`src/rtl/data_mem_ctrl.sv`:
```
// rtl/data_mem_ctrl.sv - CPU data-memory to asynchronous SRAM controller with programmable wait states
module data_mem_ctrl #(
  parameter int unsigned WAIT_CYCLES = 2
) (
  input  logic        clk,
  input  logic        rst,
  input  logic        ce_i,
  input  logic        we_i,
  input  logic [3:0]  sel_i,
  input  logic [31:0] addr_i,
  input  logic [31:0] data_i,
  output logic [31:0] data_o,
  output logic        stall_req_o,
  output logic        sram_ce_n_o,
  output logic        sram_oe_n_o,
  output logic        sram_we_n_o,
  output logic [3:0]  sram_be_n_o,
  output logic [17:0] sram_addr_o,
  output logic [31:0] sram_data_o,
  output logic        sram_data_oe_o,
  input  logic [31:0] sram_data_i
);

  typedef enum logic [1:0] {IDLE, ACCESS, DONE} state_t;

  localparam logic [3:0] WAIT_LD = 4'(WAIT_CYCLES);

  state_t      state_q, state_d;
  logic [3:0]  cnt_q, cnt_d;
  logic        we_q, we_d;
  logic [31:0] rdata_q, rdata_d;
  logic        ce_n_q, ce_n_d;
  logic        oe_n_q, oe_n_d;
  logic        we_n_q, we_n_d;
  logic [3:0]  be_n_q, be_n_d;
  logic [17:0] addr_q, addr_d;
  logic [31:0] wdata_q, wdata_d;
  logic        data_oe_q, data_oe_d;
  logic        stall;

  // Only the 1 MiB word window reaches the SRAM; the remaining address bits are don't-care.
  logic unused_addr;
  assign unused_addr = ^{addr_i[31:20], addr_i[1:0]};

  // Next-state logic: latch the request in IDLE, hold strobes for the wait count, release in DONE.
  always_comb begin
    state_d   = state_q;
    cnt_d     = cnt_q;
    we_d      = we_q;
    rdata_d   = rdata_q;
    ce_n_d    = ce_n_q;
    oe_n_d    = oe_n_q;
    we_n_d    = we_n_q;
    be_n_d    = be_n_q;
    addr_d    = addr_q;
    wdata_d   = wdata_q;
    data_oe_d = data_oe_q;
    stall     = 1'b0;
    case (state_q)
      IDLE: begin
        stall = ce_i;
        if (ce_i) begin
          state_d   = ACCESS;
          cnt_d     = WAIT_LD;
          we_d      = we_i;
          be_n_d    = ~sel_i;
          addr_d    = addr_i[19:2];
          wdata_d   = data_i;
          ce_n_d    = 1'b0;
          oe_n_d    = we_i;
          we_n_d    = ~we_i;
          data_oe_d = we_i;
        end
      end
      ACCESS: begin
        stall = 1'b1;
        if (cnt_q != 4'd0) begin
          cnt_d = cnt_q - 4'd1;
        end else begin
          state_d   = DONE;
          ce_n_d    = 1'b1;
          oe_n_d    = 1'b1;
          we_n_d    = 1'b1;
          be_n_d    = 4'hF;
          data_oe_d = 1'b0;
          if (!we_q) begin
            rdata_d = sram_data_i;
          end
        end
      end
      DONE: begin
        // The CPU advances on this edge, so any request seen now belongs to the next access.
        state_d = IDLE;
      end
      default: begin
        state_d = IDLE;
      end
    endcase
  end

  // State and registered SRAM interface; reset parks the bus with every strobe inactive.
  always_ff @(posedge clk) begin
    if (rst) begin
      state_q   <= IDLE;
      cnt_q     <= 4'd0;
      we_q      <= 1'b0;
      rdata_q   <= 32'd0;
      ce_n_q    <= 1'b1;
      oe_n_q    <= 1'b1;
      we_n_q    <= 1'b1;
      be_n_q    <= 4'hF;
      addr_q    <= 18'd0;
      wdata_q   <= 32'd0;
      data_oe_q <= 1'b0;
    end else begin
      state_q   <= state_d;
      cnt_q     <= cnt_d;
      we_q      <= we_d;
      rdata_q   <= rdata_d;
      ce_n_q    <= ce_n_d;
      oe_n_q    <= oe_n_d;
      we_n_q    <= we_n_d;
      be_n_q    <= be_n_d;
      addr_q    <= addr_d;
      wdata_q   <= wdata_d;
      data_oe_q <= data_oe_d;
    end
  end

  assign stall_req_o    = stall & ~rst;
  assign data_o         = rdata_q;
  assign sram_ce_n_o    = ce_n_q;
  assign sram_oe_n_o    = oe_n_q;
  assign sram_we_n_o    = we_n_q;
  assign sram_be_n_o    = be_n_q;
  assign sram_addr_o    = addr_q;
  assign sram_data_o    = wdata_q;
  assign sram_data_oe_o = data_oe_q;

endmodule

```
`config.mk`:
```
export PLATFORM = sky130hd
export DESIGN_NAME = data_mem_ctrl
export DESIGN_NICKNAME = d
export VERILOG_FILES = /design/src/rtl/data_mem_ctrl.sv
export SDC_FILE = /design/constraint.sdc
export NUM_CORES = 1
export LEC_CHECK = 0
export CAP_MARGIN = 20
export CORE_AREA = 2 2 100 102
export DETAILED_ROUTE_END_ITERATION = 12
export DIE_AREA = 0 0 102 104
export PLACE_DENSITY = 0.88
export SLEW_MARGIN = 10
export SYNTH_ARGS = -nofsm -noshare
export SYNTH_HDL_FRONTEND = slang
export SYNTH_SLANG_ARGS = --single-unit
```
`constraint.sdc`:
```
create_clock -name clk -period 2.33 [get_ports clk]
set_clock_uncertainty 0.05 [all_clocks]
set_input_delay 0.466 -clock clk [delete_from_list [all_inputs] [get_ports clk]]
set_output_delay 0.466 -clock clk [all_outputs]
set_load 0.02 [all_outputs]
```
# ---- Word-level counts from Yosys, hierarchy flattened
# Cells that the tools add are included.
dict set report classes {
  n_addsub 1
  multipliers 0
  div_mod_pow 0
  order_cmp 0
  n_eq_ne 4
  shifts 0
  muxes 19
  bitwise 6
  reduce_logical 8
}
# cell count
set op_table {}
lappend op_table {{$mux W4} 4}
lappend op_table {{$pmux W4 S2} 2}
lappend op_table {{$pmux W1 S2} 5}
lappend op_table {{$reduce_and A3 Y1} 3}
lappend op_table {{$ne A2 B2 Y1 const B} 3}
lappend op_table {{$mux W1} 5}
lappend op_table {{$mux W2} 2}
lappend op_table {{$not A1 Y1} 4}
lappend op_table {{$not A4 Y4} 1}
lappend op_table {{$pmux W2 S2} 1}
lappend op_table {{$reduce_and A2 Y1} 2}
lappend op_table {{$reduce_bool A4 Y1} 1}
lappend op_table {{$sub A4 B1 Y4 const B} 1}
lappend op_table {{$eq A2 B1 Y1 const B} 1}
lappend op_table {{$logic_not A2 Y1} 1}
lappend op_table {{$reduce_bool A2 Y1} 1}
lappend op_table {{$and A1 B1 Y1} 1}
dict set report totals {
  ff_bits 97
  latch_bits 0
  mem_bits_rw 0
  mem_bits_ro 0
  in_bits 104
  output_inout_bits 91
  wordCells 49
  memories 0
}

# ---- Longest topological paths before layout
# Gate-level depths: netlist (run 1).
dict set report depth {
  depth_word 3
  ltp_mapped 6
  ltp_nobuf 5
}

# ---- Least setup slack after synthesis (run 1)
# OpenSTA, ideal clock, no wires.
dict set report synth_path {
  path_type {reg-to-reg}
  startpoint {register cnt_q[0]}
  endpoint {register cnt_q[3]}
  setup_time_ps 86
  arrival_time_ps 1593
  required_ps 2194
  path_slack_ps 601
  stages_incl_launch_ff 7
  n_path_buf 1
  period_less_slack_ps 1729
  cell_sequence {dfxtp_1 inv_1 ha_1 nor4bb_1 clkbuf_1 or4_1 a211oi_1}
}
dict set report synth_between {
  elab_chain_len 3
  elab_cells_between_ends 6
  cone_classes {1 x add/sub; 1 x eq/ne; 2 x mux; 2 x reduce/logical}
}
# element line
set synth_lines {}
lappend synth_lines {{start, declared} 29} ;# logic [3:0] cnt_q, cnt_d;
lappend synth_lines {{start signal, assigned} 117} ;# cnt_q <= cnt_d;
lappend synth_lines {{$sub A4 B1 Y4 or $reduce_bool A4 Y1 (tied branches)} {78, 77}}
lappend synth_lines {{$mux W4 or $ne A2 B2 Y1 (tied branches)} --}
lappend synth_lines {{$pmux W4 S2 or $reduce_and A3 Y1 (tied branches)} --}
# Several ways; a longest one is shown, not always the timed one. The select of a mux whose other input is x is not followed.
# A chain may end at the register's enable or synchronous reset.

# ---- Worst setup path after layout (run 1)
# Ends and elaborated chain as after synthesis.

==> results of run 1 <==
## power groups by stage
stage | Combinational [mW] | Clock [mW] | Sequential, mW
finish | 1.14 | 1.11 | 1.91
global route | 1.23 | 1.22 | 1.93
CTS | 1.15 | 1.15 | 1.91
detailed placement | 1.15 | 0 | 1.94
global placement | 1.12 | 0 | 1.93
floorplan | 0.417 | 0 | 2.10
## worst max-delay path, stage by stage (launching register included)
cell	delay [ns]
dfxtp_1	0.35
inv_1	0.10
ha_1	0.19
nor4bb_1	0.61
buf_4	0.26
o31ai_1	0.08
a211oi_1	0.20
## registers in the layout (all words and copies together), names as in the netlist
name	flops
sram_data_o	32
we_q	1
sram_we_n_o	1
sram_be_n_o	4
sram_data_oe_o	1
cnt_q	4
sram_addr_o	18
sram_oe_n_o	1
state_q	2
data_o	32
sram_ce_n_o	1
## metrics by stage
stage	hold slack (ns)	cells	total power, mW	util [%]	worst slack (ns)
detailed placement	0.398	722	3.09	58.7	0.0582
global route	0.435	737	4.37	60.8	0.216
global placement	0.391	722	3.05	58.7	0.0374
floorplan	0.397	429	2.52	-	0.601
CTS	0.411	737	4.21	60.8	0.0484
finish	0.408	737	4.15	60.8	0.415
## how the worst max path moves through the flow
| stage | start | endpoint | slack, ns | cells after the start |
|---|---|---|---|---|
| 2_1_floorplan | cnt_q[0]$_SDFFE_PP0P_ | cnt_q[3]$_SDFFE_PP0P_ | 0.60 | 6 |
| 3_3_place_gp | ce_i | stall_req_o | 0.04 | 4 |
| 3_5_place_dp | ce_i | stall_req_o | 0.06 | 4 |
| 4_1_cts | ce_i | stall_req_o | 0.05 | 4 |
| 5_1_grt | cnt_q[0]$_SDFFE_PP0P_ | cnt_q[3]$_SDFFE_PP0P_ | 0.22 | 6 |
| 6_report | cnt_q[0]$_SDFFE_PP0P_ | cnt_q[3]$_SDFFE_PP0P_ | 0.41 | 6 |
## kinds of logic after synthesis
| logic type | Yosys count | share of synthesized area, % |
|---|---|---|
| buf+inv | 36 | 4.07 |
| compound gates | 74 | 11.2 |
| fa+ha+maj | 2 | 0.690 |
| mux | 33 | 9.12 |
| simple gates | 187 | 21.3 |
| flops | 97 | 53.6 |
## cell type report
type | count | area (sq um) | area share (%)
clock buffers | 11 | 151 | 2.61
inverters | 5 | 18.8 | 0.323
well taps | 133 | 166 | 2.86
flip-flops and latches | 97 | 1940 | 33.4
clock inverters | 4 | 52.6 | 0.905
repair buffers | 191 | 1930 | 33.3
multi-input cells | 296 | 1550 | 26.6
## metal layers
metal	up-vias	global-route usage [%]	share of wire [%]
li1	1742	-	-
met4	0	5.52	0.93
met5	-	0	0
met3	8	5.91	8.1
met2	110	33.3	52
met1	1599	19.1	39
## cell usage after synthesis, types with 2 or more instances
cell	instances
nand2_1	167
dfxtp_1	97
a21oi_1	53
mux2i_1	33
clkbuf_1	27
a211oi_1	7
o21ai_0	7
inv_1	4
buf_4	3
and2_0	2
and2_1	2
ha_1	2
nor2_1	2
nor3_1	2
or4_1	2
==> results.yml, run 1 <==
timing:
  finalCriticalPeriod_ns: 1.92
  worstMarginPinSlew_ns: 0.657
  slew_headroom_pct: 55.6
  period_share_pct: 82.2
  tns_ns: 0
  hold_viol: 0
  rsz0062_at_grt: "false"
  finalSetupViolations: 0
  slew_viol_final: 0
  fmax_mhz: 522
power_and_ir_drop:
  pwr-share-comb_pct: 27.4
  power.share.sequential_pct: 45.9
  ir_drop_uv: 348
  power_density_nw_per_um2: 715
  internal_power_mw: 2.94
  p_leak_nw: 2.14
  clkPwrFrac_pct: 26.7
  p_sw_mw: 1.21
  swShare_pct: 29.2
clocking:
  cts_buffers: 9
  clkSinkCount: 97
  h-tree-depth: 3
  cts-resized-gates: 0
  ctsHoldBuffers: 0
  cts_tree: "done"
  worstSkewPairLatency_ns: 0.34
  clk_pin_slew_ns: 0.09
  cts.path.max_buffers: 2
  cts_root_buf: "clkbuf_8"
  postCtsSetupBuffers: 0
routing:
  post_drt_wl_per_cell_microns: 13.3
  wirelength_mm: 9.79
  vias: 3459
  ant_nets: 0
  firstDrtPassIters: 4
  drt-initial-drc-count: 108
  viasPerCell: 4.69
  drc: 0
global_routing:
  antenna_found_initial: 0
  grt_pass1_wl_mm: 15.6
  grt_overflow: 0
  grtUsageTotal_pct: 18.1
  grt_pass1_vias: 3511
  grt_max_degree: 70
logic_synthesis:
  yosysTopAreaCell: "dfxtp_1"
  synth_seq_cells: 97
  ys_seq_area_share_pct: 53.6
  ys.warnings.count: 0
  synth_flop_cell: "dfxtp_1"
  syn-num-nets: 535
  avgSynthCellArea_sq_um: 8.45
  async_flop_share_pct: 0
  synthesis.area_sq_um: 3620
  synthDistinctLibCells: 34
  syn_inst: 429
  synth-edff-count: 0
  ys_top_cells_by_area: "dfxtp_1, nand2_1, mux2i_1, a21oi_1, clkbuf_1"
  synth.top_cell.area_share_pct: 53.6
setup_path:
  criticalPathCategory: "flip-flop to flip-flop"
  end_kind: "flip-flop"
  r2r-end: "cnt_q[3]$_SDFFE_PP0P_"
  rr_startpoint: "cnt_q[0]$_SDFFE_PP0P_"
  rr_worst_depth: 6
  cp_data_arrival_time_ns: 2.12
  reg2reg_slack_ns: 0.41
  startpoint_type: "flip-flop"
  worstPathMaxFanout: 6
  critPathRequiredTime_ns: 2.54
finish:
  finish.instance_area_sq_um: 5810
  n_antenna_cell: 0
  syn_to_final_growth_pct: 60.3
  drive_gt1_share_pct: 5.13
  nets: 706
  mostFrequentLayoutCell: "clkdlybuf4s50_1"
  mostFrequentLayoutCells: "clkdlybuf4s50_1, nand2_1, dfxtp_1"
  fill_cells: 818
floorplan:
  chipWidth_microns: 102
  design.die.area_sq_um: 10600
  rows: 36
  initial_utilization_pct: 37.9
  die_height_microns: 104
  io_pins: 195
  coreArea_sq_um: 9550
place:
  numPortBuffers: 180
  gp_congestion: 0.710
  place_area_sq_um: 5600
  hpwlAfterDp_mm: 7.30
hold_path:
  holdPathEnd: "data_o[20]$_SDFFE_PP0P_"
  hold_start: "data_o[20]$_SDFFE_PP0P_"
  hold-path-cell-count: 2
  hold_path.class: "flip-flop to flip-flop"
status:
  outcome: "complete, no violations"
flow_run:
  maxCapViolCount: 0
Note: power is estimated with default switching activity, not from simulation.
==> inputs of run 2 (changes only) <==
Clock period 2.33 ns to 1.8 ns, I/O delays scaled along.
==> run 2 against run 1 <==
  * Worst setup slack got worse by 0.36 ns
  * Utilization up 0.52 points
  * Wire length did not move
  * Worst hold slack lost 0.0011 ns
  * Register-to-register slack worse by 0.36 ns
  * Sequential share of layout area fell by 0.20 points
  * Non-clock buffer count increased by 4
  * Total power is 29% higher
  * Sequential cell count is the same
  * Critical endpoint is now cnt_q[2]$_SDFFE_PP0P_
  * Highest routed layer unchanged
==> results.yml, run 2 (synthesis results as in run 1) <==
finish:
  syn_to_final_growth_pct: 61.7
  n_antenna_cell: 0
  mostFrequentLayoutCell: "clkdlybuf4s50_1"
  drive_gt1_share_pct: 6.40
  fin_cells: 742
  nets: 710
  mostFrequentLayoutCells: "clkdlybuf4s50_1, nand2_1, dfxtp_1"
floorplan:
  die_height_microns: 104
  coreArea_sq_um: 9550
  rows: 36
  chipWidth_microns: 102
  initial_utilization_pct: 37.9
  io_pins: 195
  design.die.area_sq_um: 10600
place:
  dp.cells: 726
  dp_slack_ns: -0.300
  gp_congestion: 0.780
  hpwlAfterDp_mm: 7.31
  numPortBuffers: 180
timing:
  finalCriticalPeriod_ns: 1.75
  slew_viol_final: 0
  fmax_mhz: 572
  slew_headroom_pct: 70.8
  final.setup.worst_slack_ns: 0.0531
  period_share_pct: 97.1
  rsz0062_at_grt: "true"
  worstMarginPinSlew_ns: 0.437
  finalSetupViolations: 0
  hold_viol: 0
global_routing:
  grtUsageTotal_pct: 18.0
  grt_max_degree: 62
  grt_pass1_vias: 3417
  grt_pass1_wl_mm: 15.7
  grt_overflow: 0
  antenna_found_initial: 0
power_and_ir_drop:
  ir_drop_uv: 504
  clkPwrFrac_pct: 25.9
  pwr-share-comb_pct: 28.0
  power_density_nw_per_um2: 914
  power.share.sequential_pct: 46.1
  p_leak_nw: 2.16
  internal_power_mw: 3.76
  p_sw_mw: 1.59
  swShare_pct: 29.7
clocking:
  clk_pin_slew_ns: 0.09
  postCtsSetupBuffers: 0
  worstSkewPairLatency_ns: 0.34
  cts_tree: "done"
  h-tree-depth: 3
  cts_root_buf: "clkbuf_8"
  clkSinkCount: 97
  cts_buffers: 9
  cts.path.max_buffers: 2
  ctsHoldBuffers: 0
routing:
  viasPerCell: 4.65
  ant_nets: 0
  drc: 0
  wirelength_mm: 9.79
  firstDrtPassIters: 4
  vias: 3453
  drt-initial-drc-count: 100
  post_drt_wl_per_cell_microns: 13.2
setup_path:
  end_kind: "flip-flop"
  startpoint_type: "flip-flop"
  cp_data_arrival_time_ns: 1.96
  worstPathMaxFanout: 8
  criticalPathCategory: "flip-flop to flip-flop"
  critPathRequiredTime_ns: 2.02
hold_path:
  hold_path.class: "flip-flop to flip-flop"
status:
  outcome: "complete, no violations"
flow_run:
  maxCapViolCount: 0
[run 2: cell types whose count changed in the layout (fill, tap and decap cells not counted), sizes merged]
cell and change:
buf +4, clkdlybuf4s50 -1, clkinv +2, clkinvlp -2, inv +2
[run 2: routing by layer]
layer / wire [microns] / track usage [%] / vias to the layer above
li1: - / - / 1750
met1: 3860 / 20.3 / 1568
met2: 4930 / 32.0 / 119
met3: 860 / 5.91 / 16
met4: 142 / 4.57 / 0
met5: 0 / 0 / -
[run 2: power by group through the flow]
stage          Sequential [mW]  Clock [mW]  Combinational [mW]
2_1_floorplan             2.72           0               0.540
3_3_place_gp              2.50           0                1.47
3_5_place_dp              2.51           0                1.51
4_1_cts                   2.46        1.45                1.51
5_1_grt                   2.49        1.53                1.62
6_report                  2.47        1.39                1.50
[run 2: repair_timing]
| item | 4_1_cts | 5_1_grt |
|---|---|---|
| pin swaps | 0 | 1 |
| endpoints found under the setup margin | 1 | 8 |
| resized for setup | 2 | 6 |
[run 2: worst paths after layout]
kind | start | end | slack (ns) | cells past startpoint
worst min-delay path | sram_data_o[25]$_SDFFE_PP0P_ | sram_data_o[25]$_SDFFE_PP0P_ | 0.41 | 2
worst max-delay path | cnt_q[0]$_SDFFE_PP0P_ | cnt_q[2]$_SDFFE_PP0P_ | 0.05 | 6
worst min register to register | sram_data_o[25]$_SDFFE_PP0P_ | sram_data_o[25]$_SDFFE_PP0P_ | 0.41 | 2
worst max register to register | cnt_q[0]$_SDFFE_PP0P_ | cnt_q[2]$_SDFFE_PP0P_ | 0.05 | 6
[run 2: area by class of cell]
class,count,area (sq um)
Fill cell,818,3690
Timing Repair Buffer,195,1980
Sequential cell,97,1950
Multi-Input combinational cell,296,1550
Tap cell,133,166
Clock buffer,10,128
Clock inverter,6,65.1
Inverter,5,18.8
[run 2: critical path, cell delays in order, from the launching register on]
cell	delay [ns]
dfxtp_4	0.37
inv_1	0.06
ha_1	0.22
nor4bb_2	0.19
buf_4	0.17
or4_1	0.39
a211oi_1	0.22
[run 2: through the flow]
| step | TNS [ns] | hold WS [ns] | utilization [%] | area [sq um] | total power [mW] |
|---|---|---|---|---|---|
| floorplan | 0 | 0.397 | - | 3620 | 3.26 |
| global placement | -6.81 | 0.391 | 59.3 | 5660 | 3.97 |
| detailed placement | -9.66 | 0.397 | 59.3 | 5660 | 4.02 |
| CTS | 0 | 0.408 | 61.3 | 5850 | 5.43 |
| global route | -0.0294 | 0.425 | 61.4 | 5860 | 5.64 |
| finish | 0 | 0.407 | 61.4 | 5860 | 5.35 |
